## src/rtl/axil_master.sv

```systemverilog
// axil_master: single-outstanding AXI-Lite master behind a cmd/rsp handshake.
// Optional feature macro AXIL_MASTER_ALIGN_CHECK_EN answers misaligned commands with SLVERR.
module axil_master #(
    parameter int DATA_WIDTH = 32,
    parameter int ADDR_WIDTH = 16,
    parameter int STRB_WIDTH = DATA_WIDTH / 8
) (
    input  logic                  clk,
    input  logic                  rst_n,

    input  logic                  cmd_valid,
    output logic                  cmd_ready,
    input  logic                  cmd_we,
    input  logic [ADDR_WIDTH-1:0] cmd_addr,
    input  logic [DATA_WIDTH-1:0] cmd_wdata,
    input  logic [STRB_WIDTH-1:0] cmd_wstrb,

    output logic                  rsp_valid,
    input  logic                  rsp_ready,
    output logic                  rsp_we,
    output logic [DATA_WIDTH-1:0] rsp_rdata,
    output logic [1:0]            rsp_resp,

    output logic [ADDR_WIDTH-1:0] m_axil_awaddr,
    output logic [2:0]            m_axil_awprot,
    output logic                  m_axil_awvalid,
    input  logic                  m_axil_awready,
    output logic [DATA_WIDTH-1:0] m_axil_wdata,
    output logic [STRB_WIDTH-1:0] m_axil_wstrb,
    output logic                  m_axil_wvalid,
    input  logic                  m_axil_wready,
    input  logic [1:0]            m_axil_bresp,
    input  logic                  m_axil_bvalid,
    output logic                  m_axil_bready,
    output logic [ADDR_WIDTH-1:0] m_axil_araddr,
    output logic [2:0]            m_axil_arprot,
    output logic                  m_axil_arvalid,
    input  logic                  m_axil_arready,
    input  logic [DATA_WIDTH-1:0] m_axil_rdata,
    input  logic [1:0]            m_axil_rresp,
    input  logic                  m_axil_rvalid,
    output logic                  m_axil_rready
);

    typedef enum logic [2:0] {
        IDLE,
        WRITE,
        WRESP,
        READ,
        RDATA,
        RESP
    } state_t;

    state_t state_q;
    state_t state_n;

    logic                  aw_done_q;
    logic                  aw_done_n;
    logic                  w_done_q;
    logic                  w_done_n;
    logic                  accept;
    logic                  misaligned;

    logic                  cap;
    logic                  cap_we;
    logic [DATA_WIDTH-1:0] cap_rdata;
    logic [1:0]            cap_resp;

    logic [ADDR_WIDTH-1:0] addr_q;
    logic [DATA_WIDTH-1:0] wdata_q;
    logic [STRB_WIDTH-1:0] wstrb_q;
    logic                  we_q;

    assign accept = cmd_valid && cmd_ready;

`ifdef AXIL_MASTER_ALIGN_CHECK_EN
    localparam logic [ADDR_WIDTH-1:0] ALIGN_MASK = ADDR_WIDTH'(STRB_WIDTH - 1);
    assign misaligned = (cmd_addr & ALIGN_MASK) != '0;
`else
    assign misaligned = 1'b0;
`endif

    assign m_axil_awaddr = addr_q;
    assign m_axil_araddr = addr_q;
    assign m_axil_wdata  = wdata_q;
    assign m_axil_wstrb  = wstrb_q;
    assign m_axil_awprot = 3'b000;
    assign m_axil_arprot = 3'b000;

    always_ff @(posedge clk) begin
        if (!rst_n) begin
            state_q   <= IDLE;
            aw_done_q <= 1'b0;
            w_done_q  <= 1'b0;
        end else begin
            state_q   <= state_n;
            aw_done_q <= aw_done_n;
            w_done_q  <= w_done_n;
        end
    end

    // AW and W retire independently; WRESP waits for both recorded handshakes
    always_comb begin
        state_n   = state_q;
        aw_done_n = aw_done_q;
        w_done_n  = w_done_q;
        cap       = 1'b0;
        cap_we    = we_q;
        cap_rdata = '0;
        cap_resp  = 2'b00;
        unique case (state_q)
            IDLE: begin
                if (accept) begin
                    aw_done_n = 1'b0;
                    w_done_n  = 1'b0;
                    if (misaligned) begin
                        state_n  = RESP;
                        cap      = 1'b1;
                        cap_we   = cmd_we;
                        cap_resp = 2'b10;
                    end else begin
                        state_n = cmd_we ? WRITE : READ;
                    end
                end
            end
            WRITE: begin
                if (m_axil_awvalid && m_axil_awready) aw_done_n = 1'b1;
                if (m_axil_wvalid && m_axil_wready) w_done_n = 1'b1;
                if (aw_done_q && w_done_q) state_n = WRESP;
            end
            WRESP: begin
                if (m_axil_bvalid && m_axil_bready) begin
                    state_n  = RESP;
                    cap      = 1'b1;
                    cap_resp = m_axil_bresp;
                end
            end
            READ: begin
                if (m_axil_arvalid && m_axil_arready) state_n = RDATA;
            end
            RDATA: begin
                if (m_axil_rvalid && m_axil_rready) begin
                    state_n   = RESP;
                    cap       = 1'b1;
                    cap_rdata = m_axil_rdata;
                    cap_resp  = m_axil_rresp;
                end
            end
            RESP: begin
                if (rsp_valid && rsp_ready) state_n = IDLE;
            end
            default: state_n = IDLE;
        endcase
    end

    // Handshake outputs are flops loaded from the next state
    always_ff @(posedge clk) begin
        if (!rst_n) begin
            cmd_ready      <= 1'b1;
            m_axil_awvalid <= 1'b0;
            m_axil_wvalid  <= 1'b0;
            m_axil_bready  <= 1'b0;
            m_axil_arvalid <= 1'b0;
            m_axil_rready  <= 1'b0;
            rsp_valid      <= 1'b0;
            rsp_we         <= 1'b0;
            rsp_rdata      <= '0;
            rsp_resp       <= 2'b00;
            addr_q         <= '0;
            wdata_q        <= '0;
            wstrb_q        <= '0;
            we_q           <= 1'b0;
        end else begin
            cmd_ready      <= state_n == IDLE;
            m_axil_awvalid <= (state_n == WRITE) && !aw_done_n;
            m_axil_wvalid  <= (state_n == WRITE) && !w_done_n;
            m_axil_bready  <= state_n == WRESP;
            m_axil_arvalid <= state_n == READ;
            m_axil_rready  <= state_n == RDATA;
            rsp_valid      <= state_n == RESP;
            if (accept) begin
                addr_q  <= cmd_addr;
                wdata_q <= cmd_wdata;
                wstrb_q <= cmd_wstrb;
                we_q    <= cmd_we;
            end
            if (cap) begin
                rsp_we    <= cap_we;
                rsp_rdata <= cap_rdata;
                rsp_resp  <= cap_resp;
            end
        end
    end

endmodule

```

## config.mk

```make
export PLATFORM = sky130hd
export DESIGN_NAME = axil_master
export DESIGN_NICKNAME = d
export VERILOG_FILES = /design/src/rtl/axil_master.sv
export SDC_FILE = /design/constraint.sdc
export NUM_CORES = 1
export LEC_CHECK = 0
export CORE_MARGIN = 3
export CORE_UTILIZATION = 39
export CTS_CLUSTER_SIZE = 10
export DETAILED_ROUTE_END_ITERATION = 8
export HOLD_SLACK_MARGIN = 0.06
export PLACE_DENSITY = 0.78
export RECOVER_POWER = 25
export SLEW_MARGIN = 5
export SYNTH_ARGS = -nofsm -noshare
export SYNTH_HDL_FRONTEND = slang
export SYNTH_SLANG_ARGS = --single-unit
```

## constraint.sdc

```tcl
create_clock -name clk -period 2 [get_ports clk]
set_input_delay 0.3 -clock clk [delete_from_list [all_inputs] [get_ports clk]]
set_output_delay 0.3 -clock clk [all_outputs]
set_load 0.05 [all_outputs]
```

==> flow_metrics.tcl <==
set metrics [dict create \
    outcome "finished clean" \
    drt_iter0_drc 167 \
    post-synth-top-area-cell "dfxtp_1" \
    seqPwrFrac_pct 44.9 \
    power.switching_w 0.00170 \
    pwr-share-comb_pct 30.7 \
    gp_congestion 0.806 \
    slowest_delay_ns 0.84 \
    synth_compound_area_share_pct 19.5 \
    swShare_pct 34.4 \
    setup_viol 0 \
    post-route-period-util_pct 94.3 \
    ctsResizeCount 0 \
    hp-class "input pin to flop" \
    firstDrtPassIters 4 \
    clock-root-buffer "clkbuf_8" \
    clk-insertion-delay-late_ns 0.34 \
    antenna_found_initial 0 \
    yosys_register_bits 100 \
    synthTopCellsByArea "dfxtp_1, nand2_1, a21boi_0, a22oi_1, nor2b_1" \
    synth-edff-count 0 \
    max_freq_mhz 530 \
    power_frac_clock_pct 24.4 \
    fp.dieH_um 106 \
    dpl.hpwl_um 8360 \
    netlist_area_um2 3890 \
    layout_setup_ws_ns 0.115 \
    cts-buffers-inserted 9 \
    worst_pin_slew_ns 1.06 \
    slew_headroom_pct 29.6 \
    cts_hold_buf 0 \
    fillerInstances 809 \
    avgSynthCellArea_um2 9.12 \
    grt_pass1_vias 3462 \
    start_util_pct 41.2 \
    synth.distinct_cells 34 \
    synthXorXnorAreaFrac_pct 0 \
    critPathKind "flop to output port" \
    clkSinkCount 100 \
    cpLargestDelayFamily "buffers and inverters" \
    synthSimpleGateAreaFrac_pct 21.3 \
    endpoint_kind "output port" \
    async_reset_ff_share_pct 0 \
    rsz0062_at_grt "no" \
    setup_tns_ns 0 \
    io_pins 214 \
    route.detailed.drc 0 \
    crit_arrival_ns 1.59 \
    wl_per_cell_um 14.9 \
    nets 708 \
    viasPerCell 4.78 \
    fin_crit_ns 1.89 \
    synth_top_area_share_pct 51.4 \
    ant_nets 0 \
    grt_overflow 0 \
    core_area_um2 9460 \
    cellPowerDensity_nw_per_um2 805 \
    critPathRequiredTime_ns 1.70 \
    cts_setup_buffers 0 \
    syn2layout_area_growth_pct 57.8 \
    synth_fa_ha_area_share_pct 0 \
    pre_cts_ws_ns 0.00319 \
    critPathLaunchType "flop" \
    dieArea_um2 11200 \
    vias 3557 \
    crit_chain "clkdlybuf4s50_1" \
    grt_pass1_wl_um 17400 \
    slew_viol_final 0 \
    hold_viol 0 \
    rows 35 \
    die_w_um 106 \
    synth_top_family_by_area "simple AND/OR/NAND/NOR gates" \
    clkSlewWorstSetupHoldPaths_ns 0.09 \
    io_buffers 207 \
    antenna_cells 0 \
    crit_buf_inv 1 \
    leakagePower_nw 2.20 \
    routed_wirelength_um 11100 \
    track_usage_pct 18.9 \
    worstSetupPathDepth 1 \
    worstHoldPathCells 4 \
    drv_cap 0 \
    yosys_warnings 0 \
    p_int_w 0.00324 \
    drive_gt1_share_pct 5.53 \
    grt_max_degree 54 \
    synthMuxAreaShare_pct 0.257 \
    ys.flop_type "dfxtp_1" \
    seq_area_frac_synth_pct 51.4 \
    cp_max_fo 4 \
    cts-htree-levels 3 \
    cts_tree "yes" \
    fin_skew_ns 0.0123 \
    max-vdd-ir-drop_mv 0.455 \
    reg2regPathDepth 4 \
    synthCells 427 \
    cpMaxStageDelayCell "clkdlybuf4s50_1" \
    clockBufferDepth 2 \
]
[sequential cells by signal, indices dropped and copies added, names as in the netlist]
| signal | flops |
|---|---|
| m_axil_wdata | 32 |
| rsp_rdata | 32 |
| m_axil_araddr | 16 |
| m_axil_wstrb | 4 |
| state_q | 3 |
| rsp_resp | 2 |
| aw_done_q | 1 |
| cmd_ready | 1 |
| m_axil_arvalid | 1 |
| m_axil_awvalid | 1 |
| m_axil_bready | 1 |
| m_axil_rready | 1 |
| m_axil_wvalid | 1 |
| rsp_valid | 1 |
| rsp_we | 1 |
| w_done_q | 1 |
| we_q | 1 |
[cells in the final DEF (no fill, tap or decap), types with 2 or more instances in the layout]
master / count
conb_1: 6
a22oi_1: 34
clkinvlp_4: 2
a31oi_1: 2
and2_1: 2
or4_4: 2
nor4_1: 4
nor2_1: 4
nor2b_1: 34
nand3_1: 2
clkbuf_8: 11
a21boi_0: 55
dfxtp_1: 100
and3_1: 5
clkdlybuf4s50_1: 206
buf_12: 2
nor3b_1: 2
a32o_1: 2
clkbuf_1: 2
nand2_1: 112
buf_4: 7
[routing by layer]
metal,global-route usage (%),share of wire [%]
met1,21.8,40
met2,33.7,50
met3,5.59,7.8
met4,5.55,1.6
met5,0,0
[logic make-up after synthesis]
| family | after synthesis |
|---|---|
| DFF | 100 |
| and+or+nand+nor | 175 |
| buffers and inverters | 52 |
| muxes | 1 |
| other | 1 |
| AOI/OAI and AO/OA | 98 |
[power groups by stage]
stage | Combinational, W | Clock (W) | Sequential, W
6_report | 0.00152 | 0.00120 | 0.00222
5_1_grt | 0.00161 | 0.00132 | 0.00224
4_1_cts | 0.00154 | 0.00125 | 0.00222
3_5_place_dp | 0.00153 | 0 | 0.00227
3_3_place_gp | 0.00151 | 0 | 0.00226
2_1_floorplan | 0.000550 | 0 | 0.00267
[Yosys cell counts (all sizes together) (2+ instances only)]
master	number
a21boi	55
a22oi	34
a31oi	2
a32o	2
and2	5
and3	5
buf	28
clkbuf	23
dfxtp	100
nand2	112
nand3	2
nor2	4
nor2b	34
nor3b	3
nor4	4
or4	3
[final timing paths]
| check | from | endpoint | slack [ns] |
|---|---|---|---|
| setup / recovery | m_axil_rready | m_axil_rready | 0.11 |
| hold / removal | rst_n | state_q[0] | 0.33 |
| setup reg to reg | state_q[0] | m_axil_awvalid | 0.22 |
| hold reg to reg | m_axil_wdata[9] | m_axil_wdata[9] | 0.47 |
[per-stage QoR]
stage	power (W)	hold WS [ns]	util [%]	cell area [um^2]	cells
floorplan	0.00322	0.443	-	3910	432
global placement	0.00377	0.449	63.1	5960	728
detailed placement	0.00380	0.459	63.1	5960	728
CTS	0.00501	0.318	65.0	6150	744
global route	0.00516	0.336	64.9	6140	744
finish	0.00494	0.330	64.9	6140	744
[cell type report]
class	instances	area (um^2)	area share, %
inverter	1	3.75	0.0611
multi-input combinational	280	1620	26.4
sequential	100	2000	32.6
timing repair buffer	218	2170	35.3
tap	129	161	2.63
clock buffer	12	155	2.53
clock inverter	4	32.5	0.530
Power figures use the tool's default switching activity.
